**src/rtl/interrupt_sequencer.sv**
```systemverilog
// Interrupt/reset entry sequencer: pushes PC and P to the stack, then fetches the
// service vector, arbitrating between RST, edge-latched NMI, level IRQs and BRK.
module interrupt_sequencer #(
    parameter int                ADDR_W     = 16,
    parameter int                NUM_IRQ    = 1,
    parameter logic [ADDR_W-9:0] STACK_PAGE = 'h01,
    parameter logic [ADDR_W-1:0] VEC_NMI    = 'hFFFA,
    parameter logic [ADDR_W-1:0] VEC_RST    = 'hFFFC,
    parameter logic [ADDR_W-1:0] VEC_IRQ    = 'hFFFE
) (
    input  logic               clk,
    input  logic               rst,
    input  logic               nmi,
    input  logic [NUM_IRQ-1:0] irq,
    input  logic               brk,
    input  logic               insn_done,
    input  logic               rdy,
    input  logic               P_i,
    input  logic [7:0]         S,
    output logic               busy,
    output logic [ADDR_W-1:0]  addr_out,
    output logic               mem_rw,
    output logic [1:0]         data_sel,
    output logic               b_flag,
    output logic               S_dec,
    output logic               PCL_ld,
    output logic               PCH_ld,
    output logic               PI_ld,
    output logic               nmi_ack,
    output logic [NUM_IRQ-1:0] irq_ack
);

    typedef enum logic [2:0] {
        S_IDLE, S_PUSH_H, S_PUSH_L, S_PUSH_P, S_VEC_L, S_VEC_H
    } state_t;

    typedef enum logic [1:0] {
        K_RST, K_NMI, K_IRQ, K_BRK
    } kind_t;

    state_t      state_q, state_d;
    kind_t       kind_q, kind_d;
    logic [2:0]  irq_idx_q, irq_idx_d;
    logic        nmi_prev_q, nmi_prev_d;
    logic        nmi_pend_q, nmi_pend_d;

    logic        nmi_edge;
    logic        take_nmi;
    logic        irq_hit;
    logic [2:0]  irq_sel;
    logic        strobe_en;
    logic        ack_en;
    logic [ADDR_W-1:0] vec_addr;

    // Lowest-index unmasked IRQ wins; the loop runs high-to-low so the last hit sticks.
    always_comb begin
        irq_hit = 1'b0;
        irq_sel = '0;
        for (int i = NUM_IRQ - 1; i >= 0; i--) begin
            if (irq[i] && !P_i) begin
                irq_hit = 1'b1;
                irq_sel = 3'(i);
            end
        end
    end

    always_comb begin
        nmi_prev_d = nmi;
        nmi_edge   = nmi & ~nmi_prev_q;
        state_d    = state_q;
        kind_d     = kind_q;
        irq_idx_d  = irq_idx_q;
        take_nmi   = 1'b0;
        if (rdy) begin
            case (state_q)
                S_IDLE: begin
                    if (insn_done) begin
                        if (nmi_pend_q) begin
                            kind_d   = K_NMI;
                            state_d  = S_PUSH_H;
                            take_nmi = 1'b1;
                        end else if (irq_hit) begin
                            kind_d    = K_IRQ;
                            irq_idx_d = irq_sel;
                            state_d   = S_PUSH_H;
                        end else if (brk) begin
                            kind_d  = K_BRK;
                            state_d = S_PUSH_H;
                        end
                    end
                end
                S_PUSH_H: state_d = S_PUSH_L;
                S_PUSH_L: state_d = S_PUSH_P;
                S_PUSH_P: state_d = S_VEC_L;
                S_VEC_L:  state_d = S_VEC_H;
                S_VEC_H:  state_d = S_IDLE;
                default:  state_d = S_IDLE;
            endcase
        end
        // A fresh edge in the cycle the pending NMI is taken must not be lost.
        nmi_pend_d = nmi_edge | (nmi_pend_q & ~take_nmi);
    end

    always_ff @(posedge clk or posedge rst) begin
        if (rst) begin
            state_q    <= S_PUSH_H;
            kind_q     <= K_RST;
            irq_idx_q  <= '0;
            nmi_prev_q <= 1'b1;
            nmi_pend_q <= 1'b0;
        end else begin
            state_q    <= state_d;
            kind_q     <= kind_d;
            irq_idx_q  <= irq_idx_d;
            nmi_prev_q <= nmi_prev_d;
            nmi_pend_q <= nmi_pend_d;
        end
    end

    always_comb begin
        case (kind_q)
            K_RST:   vec_addr = VEC_RST;
            K_NMI:   vec_addr = VEC_NMI;
            K_IRQ:   vec_addr = VEC_IRQ - ADDR_W'({irq_idx_q, 2'b00});
            default: vec_addr = VEC_IRQ;
        endcase
    end

    // Bus outputs follow the state; strobes are suppressed while stalled or in reset.
    always_comb begin
        busy      = (state_q != S_IDLE);
        strobe_en = rdy & ~rst;
        addr_out  = '0;
        mem_rw    = 1'b1;
        data_sel  = 2'd0;
        S_dec     = 1'b0;
        PCL_ld    = 1'b0;
        PCH_ld    = 1'b0;
        PI_ld     = 1'b0;
        nmi_ack   = 1'b0;
        ack_en    = 1'b0;
        case (state_q)
            S_PUSH_H, S_PUSH_L, S_PUSH_P: begin
                addr_out = {STACK_PAGE, S};
                mem_rw   = (kind_q == K_RST);
                S_dec    = strobe_en;
                if (state_q == S_PUSH_L) data_sel = 2'd1;
                if (state_q == S_PUSH_P) data_sel = 2'd2;
            end
            S_VEC_L: begin
                addr_out = vec_addr;
                PCL_ld   = strobe_en;
                PI_ld    = strobe_en;
            end
            S_VEC_H: begin
                addr_out = vec_addr + ADDR_W'(1);
                PCH_ld   = strobe_en;
                ack_en   = strobe_en;
                nmi_ack  = strobe_en & (kind_q == K_NMI);
            end
            default: ;
        endcase
        b_flag = busy & (kind_q == K_BRK);
    end

    generate
        for (genvar gi = 0; gi < NUM_IRQ; gi++) begin : g_ack
            assign irq_ack[gi] = ack_en & (kind_q == K_IRQ) & (irq_idx_q == 3'(gi));
        end
    endgenerate

endmodule

```
**config.mk**
```make
export PLATFORM = sky130hd
export DESIGN_NAME = interrupt_sequencer
export DESIGN_NICKNAME = d
export VERILOG_FILES = /design/src/rtl/interrupt_sequencer.sv
export SDC_FILE = /design/constraint.sdc
export NUM_CORES = 1
export LEC_CHECK = 0
export CAP_MARGIN = 20
export CORE_AREA = 2 2 45 47
export DETAILED_ROUTE_END_ITERATION = 8
export DIE_AREA = 0 0 47 49
export GPL_TIMING_DRIVEN = 1
export HOLD_SLACK_MARGIN = 0.02
export PLACE_DENSITY = 0.83
export SYNTH_ARGS = -nofsm -noshare
export SYNTH_HDL_FRONTEND = slang
export SYNTH_SLANG_ARGS = --single-unit
```
**constraint.sdc**
```tcl
create_clock -name clk -period 3.95 [get_ports clk]
set_input_delay 1.185 -clock clk [delete_from_list [all_inputs] [get_ports clk]]
set_output_delay 1.185 -clock clk [all_outputs]
set_load 0.02 [all_outputs]
```
== After elaboration in Yosys (flattened, before gate mapping) ==
Index checks and enable logic that the tools add are counted.

* Bits in read-only memories: 0
* Logic and storage cells: 57
* Memory bits (writable): 0
* Memories: 0
* Flip-flop bits (word level): 7
* Bits in latches: 0
* Output and inout port bits: 27
* Input port bits: 16

* Bitwise gates (word level): 10
* Multipliers: 0
* Magnitude comparators: 0
* Shift operators: 0
* Muxes and demuxes: 23
* Add/subtract/negate cells: 1
* Divide/modulo/power cells: 0
* Eq/ne operators: 10
* Reductions and logical operators: 9

{| class="wikitable"
|+ Operator list
! kind !! count
|-
| $pmux W16 S3 || 1
|-
| $add A16 B1 Y16 const B || 1
|-
| $pmux W3 S5 || 1
|-
| $mux W3 || 4
|-
| $mux W1 || 11
|-
| $mux W2 || 5
|-
| $and A1 B1 Y1 || 6
|-
| $eq A3 B2 Y1 const B || 2
|-
| $eq A3 B3 Y1 const B || 2
|-
| $pmux W3 S2 || 1
|-
| $reduce_bool A3 Y1 || 2
|-
| $eq A2 B2 Y1 const B || 2
|-
| $ne A4 B4 Y1 const B || 1
|-
| $reduce_and A4 Y1 || 1
|-
| $eq A3 B1 Y1 const B || 1
|-
| $logic_not A3 Y1 || 1
|-
| $not A1 Y1 || 3
|-
| $reduce_and A3 Y1 || 1
|-
| $reduce_or A3 Y1 || 1
|-
| $eq A2 B1 Y1 const B || 1
|-
| $logic_not A2 Y1 || 1
|-
| $ne A2 B2 Y1 const B || 1
|-
| $logic_and A1 B1 Y1 || 1
|-
| $logic_not A1 Y1 || 1
|-
| $or A1 B1 Y1 || 1
|}

== Longest topological paths before layout ==
* Depth after elaboration: 7
* Depth in mapped cells: 6
* Gate-level depth less buffers: 4

== Worst setup path before layout ==
OpenSTA, ideal clock, no wires.

* Path kind: input -> output
* Start point: in rst
* End point: out irq_ack
* Path buffers: 0
* Path slack: 0.653 ns
* Arrival time: 2.112 ns
* Required time: 2.765 ns
* Cell stages on the path: 3
* Path through: inv_1 nand4_1 nor3b_1

* Cells in the longest elaborated chain, start to end: 4

{| class="wikitable"
|+ Ends and longest elaborated chain
! what !! RTL line !! source
|-
| from (decl) || 12 || <nowiki>input logic rst,</nowiki>
|-
| $not A1 Y1 || 132 || <nowiki>strobe_en = rdy & ~rst;</nowiki>
|-
| $and A1 B1 Y1 || 132 ||
|-
| $mux W1 || 142 || <nowiki>case (state_q)</nowiki>
|-
| $and A1 B1 Y1 || 168 || <nowiki>assign irq_ack[gi] = ack_en & (kind_q == K_IRQ) & (irq_idx_q == 3'(gi));</nowiki>
|-
| to (decl) || 30 || <nowiki>output logic [NUM_IRQ-1:0] irq_ack</nowiki>
|}

No other way between the ends.

== Final worst setup path ==
* Start point: in rdy
* End point: out nmi_ack

* Cells in the longest elaborated chain, start to end: 3

{| class="wikitable"
|+ Ends and longest elaborated chain
! what !! RTL line !! source
|-
| from (decl) || 17 || <nowiki>input logic rdy,</nowiki>
|-
| $and A1 B1 Y1 || 132 ||
|-
| $and A1 B1 Y1 || 159 || <nowiki>nmi_ack = strobe_en & (kind_q == K_NMI);</nowiki>
|-
| $mux W1 || 142 ||
|-
| to (decl) || 29 || <nowiki>output logic nmi_ack,</nowiki>
|}

No other way between the ends.

==> results_dict.tcl <==
set metrics [dict create \
    status "complete, no violations" \
    placed_cells 138 \
    fillers 171 \
    htree_levels 1 \
    powerDensity_mw_per_mm2 750 \
    drc 0 \
    cts_tree "done" \
    synthCells 79 \
    finalCritPeriodShare_pct 95.6 \
    die_h_microns 49 \
    pre_cts_slack_ps 60.9 \
    arrival_ps 2590 \
    fmax_mhz 265 \
    clockRootBuffer "clkbuf_4" \
    hold_viol_final 0 \
    relSlewSlack_pct 66.5 \
    p_sw_uw 362 \
    hp-class "reg2reg" \
    vias 674 \
    antenna_found_initial 0 \
    finish.net_count 132 \
    critPathTopFamily "buffers and inverters" \
    crit_type "in2out" \
    path_buf_inv 2 \
    cp_cell_sequence "clkdlybuf4s50_1 -> nand4_1 -> nor2_1 -> clkdlybuf4s50_1" \
    p_comb_share_pct 73.4 \
    routed_via_density 4.75 \
    rsz0062_at_grt "false" \
    max_stage_delay_ps 610 \
    crit_top_cell "clkdlybuf4s50_1" \
    port_buffers 42 \
    synth.area.top_cells "dfrtp_1 (21%), buf_4 (8.6%), dfstp_2 (8.6%)" \
    layout-drive-gt1-share_pct 11.3 \
    slew_violations 0 \
    fin_worst_skew_ps 0.263 \
    wl_per_cell_microns 11.5 \
    fin_util_pct 55.4 \
    yosysWarnings 0 \
    grt_pass1_vias 665 \
    cts.path.max_buffers 2 \
    worstMarginPinSlew_ps 502 \
    avgSynthCellArea_sq_um 7.70 \
    grt.overflow.total 0 \
    dp_hpwl_microns 1310 \
    n_antenna_cell 0 \
    drtPass1Iterations 4 \
    swShare_pct 47.3 \
    period_needed_ps 3780 \
    p_clk_share_pct 8.5 \
    ctsResizeCount 0 \
    syn_nets 95 \
    instances_no_fill 142 \
    ys_seq_elements 7 \
    seqPwrFrac_pct 18.1 \
    final_cell_mix "clkdlybuf4s50_1 (41), nor2_1 (12), a21oi_1 (6), dfrtp_1 (5)" \
    initial_utilization_pct 33.0 \
    maxCapViolations 0 \
    required_ps 2760 \
    clk_latency_ps 250 \
    crit_path_top_delay_cell "clkdlybuf4s50_1" \
    grt_max_degree 18 \
    cts.sinks 7 \
    rows 16 \
    numCtsBuffers 3 \
    synth_cell_types 31 \
    p_int_uw 403 \
    first_iter_violations 8 \
    drtAntennaViolNets 0 \
    io_pins 43 \
    synth_top_area_share_pct 20.6 \
    postCtsSetupRepairBufs 0 \
    postCtsHoldBufs 0 \
    register_area_sq_um 178 \
    power_leakage_nw 0.446 \
    dieArea_sq_mm 0.00230 \
    multi_input_area_sq_um 318 \
    die_w_microns 47 \
    clkTransAtPathRegs_ps 50 \
    drt_wl_total_microns 1640 \
    grt_use_total_pct 16.9 \
    synth_largest_area_cell "dfrtp_1" \
    finalSetupTns_ps 0 \
    endpoint_kind "output pin" \
    setup_ws_ps 173 \
    yosysSeqAreaShare_pct 29.2 \
    grt_pass1_wl_microns 2910 \
    final_common_cell "clkdlybuf4s50_1" \
    crit_path_start_kind "input port" \
    setup_viol 0 \
    syn_area_sq_um 608 \
    coreArea_sq_mm 0.00184 \
    syn2layout_area_growth_pct 67.7 \
    critPathMaxFanout 4 \
    irDropWorstVdd_mv 0.292 \
    finalWeightedCongestion 0.731 \
]
==> registers in the layout, indices dropped and copies added, names as in the netlist <==
signal,cells
state_q,3
kind_q,2
nmi_pend_q,1
nmi_prev_q,1
==> metal layers <==
layer / GRT usage (%) / share of wire (%) / up-vias
li1: - / - / 336
met1: 21.6 / 42 / 316
met2: 27.2 / 54 / 20
met3: 2.96 / 3.9 / 2
met4: 6.94 / 0.67 / 0
met5: 0 / 0 / -
==> cells in the mapped netlist <==
library cell and count:
nor2b_1 3, a21boi_0 1, dfrtp_1 5, o21ai_0 3, or2_2 2, a211oi_1 1
inv_2 1, nand2b_1 1, a21oi_1 6, nor2b_2 1, nand4_1 1, dfstp_2 2
buf_6 2, clkbuf_1 1, a22o_1 3, a41oi_1 1, nand2_1 4, nor2_1 12
nand3_1 1, nor3b_1 2, and3_1 3, a31oi_1 2, inv_1 4, nor2_8 1
buf_2 3, buf_4 7, a32o_1 1, nor3_1 2, or2_1 1, and2_1 1
o22ai_1 1
==> kinds of logic (layout without fill, tap and decap cells) <==
| kind of cell | count (synthesis) | in the layout | synth area share (%) |
|---|---|---|---|
| flip-flops | 7 | 7 | 29.2 |
| AND/OR/NAND/NOR | 35 | 35 | 31.9 |
| buffers and inverters | 18 | 54 | 18.5 |
| AO/OA/AOI/OAI | 19 | 19 | 20.4 |
==> worst reg2reg max path, cell delays in order (launching register included) <==
cell and delay [ps]:
dfstp_2 590, or2_1 370, nand2_1 110, a32o_1 210
==> final timing paths <==
path                                        start                endpoint  slack (ps)  depth (start not counted)
max                                           rdy                 nmi_ack         170                          4
min                          nmi_pend_q$_DFF_PP0_   kind_q[1]$_DFFE_PP0P_         470                          1
max reg2reg                state_q[0]$_DFFE_PP1P_  state_q[2]$_DFFE_PP0P_        2570                          3
min reg2reg                  nmi_pend_q$_DFF_PP0_   kind_q[1]$_DFFE_PP0P_         470                          1
max in group asynchronous                     rst    nmi_prev_q$_DFF_PP1_        2470                          3
min in group asynchronous                     rst   kind_q[1]$_DFFE_PP0P_        1280                          3
==> layout make-up <==
| cell class | instances | area share, % |
|---|---|---|
| Multi-Input combinational cell | 54 | 31.2 |
| Clock buffer | 4 | 2.58 |
| Timing Repair Buffer | 45 | 43.7 |
| Tap cell | 27 | 3.31 |
| Inverter | 5 | 1.84 |
| Sequential cell | 7 | 17.4 |
==> through the flow <==
step	total power [mW]	hold slack, ps	area [sq um]
final	0.765	468	1020
after global routing	0.827	507	1020
after CTS	0.769	470	1020
after detailed placement	0.702	462	991
after global placement	0.691	451	991
after floorplan	0.503	441	608
==> power groups by stage <==
stage	sequential, mW	clock [mW]	combinational, mW
after floorplan	0.114	0	0.389
after global placement	0.136	0	0.555
after detailed placement	0.139	0	0.563
after CTS	0.138	0.0666	0.564
after global routing	0.145	0.0718	0.610
final	0.139	0.0650	0.561
Note: power is estimated with default switching activity, not from simulation.
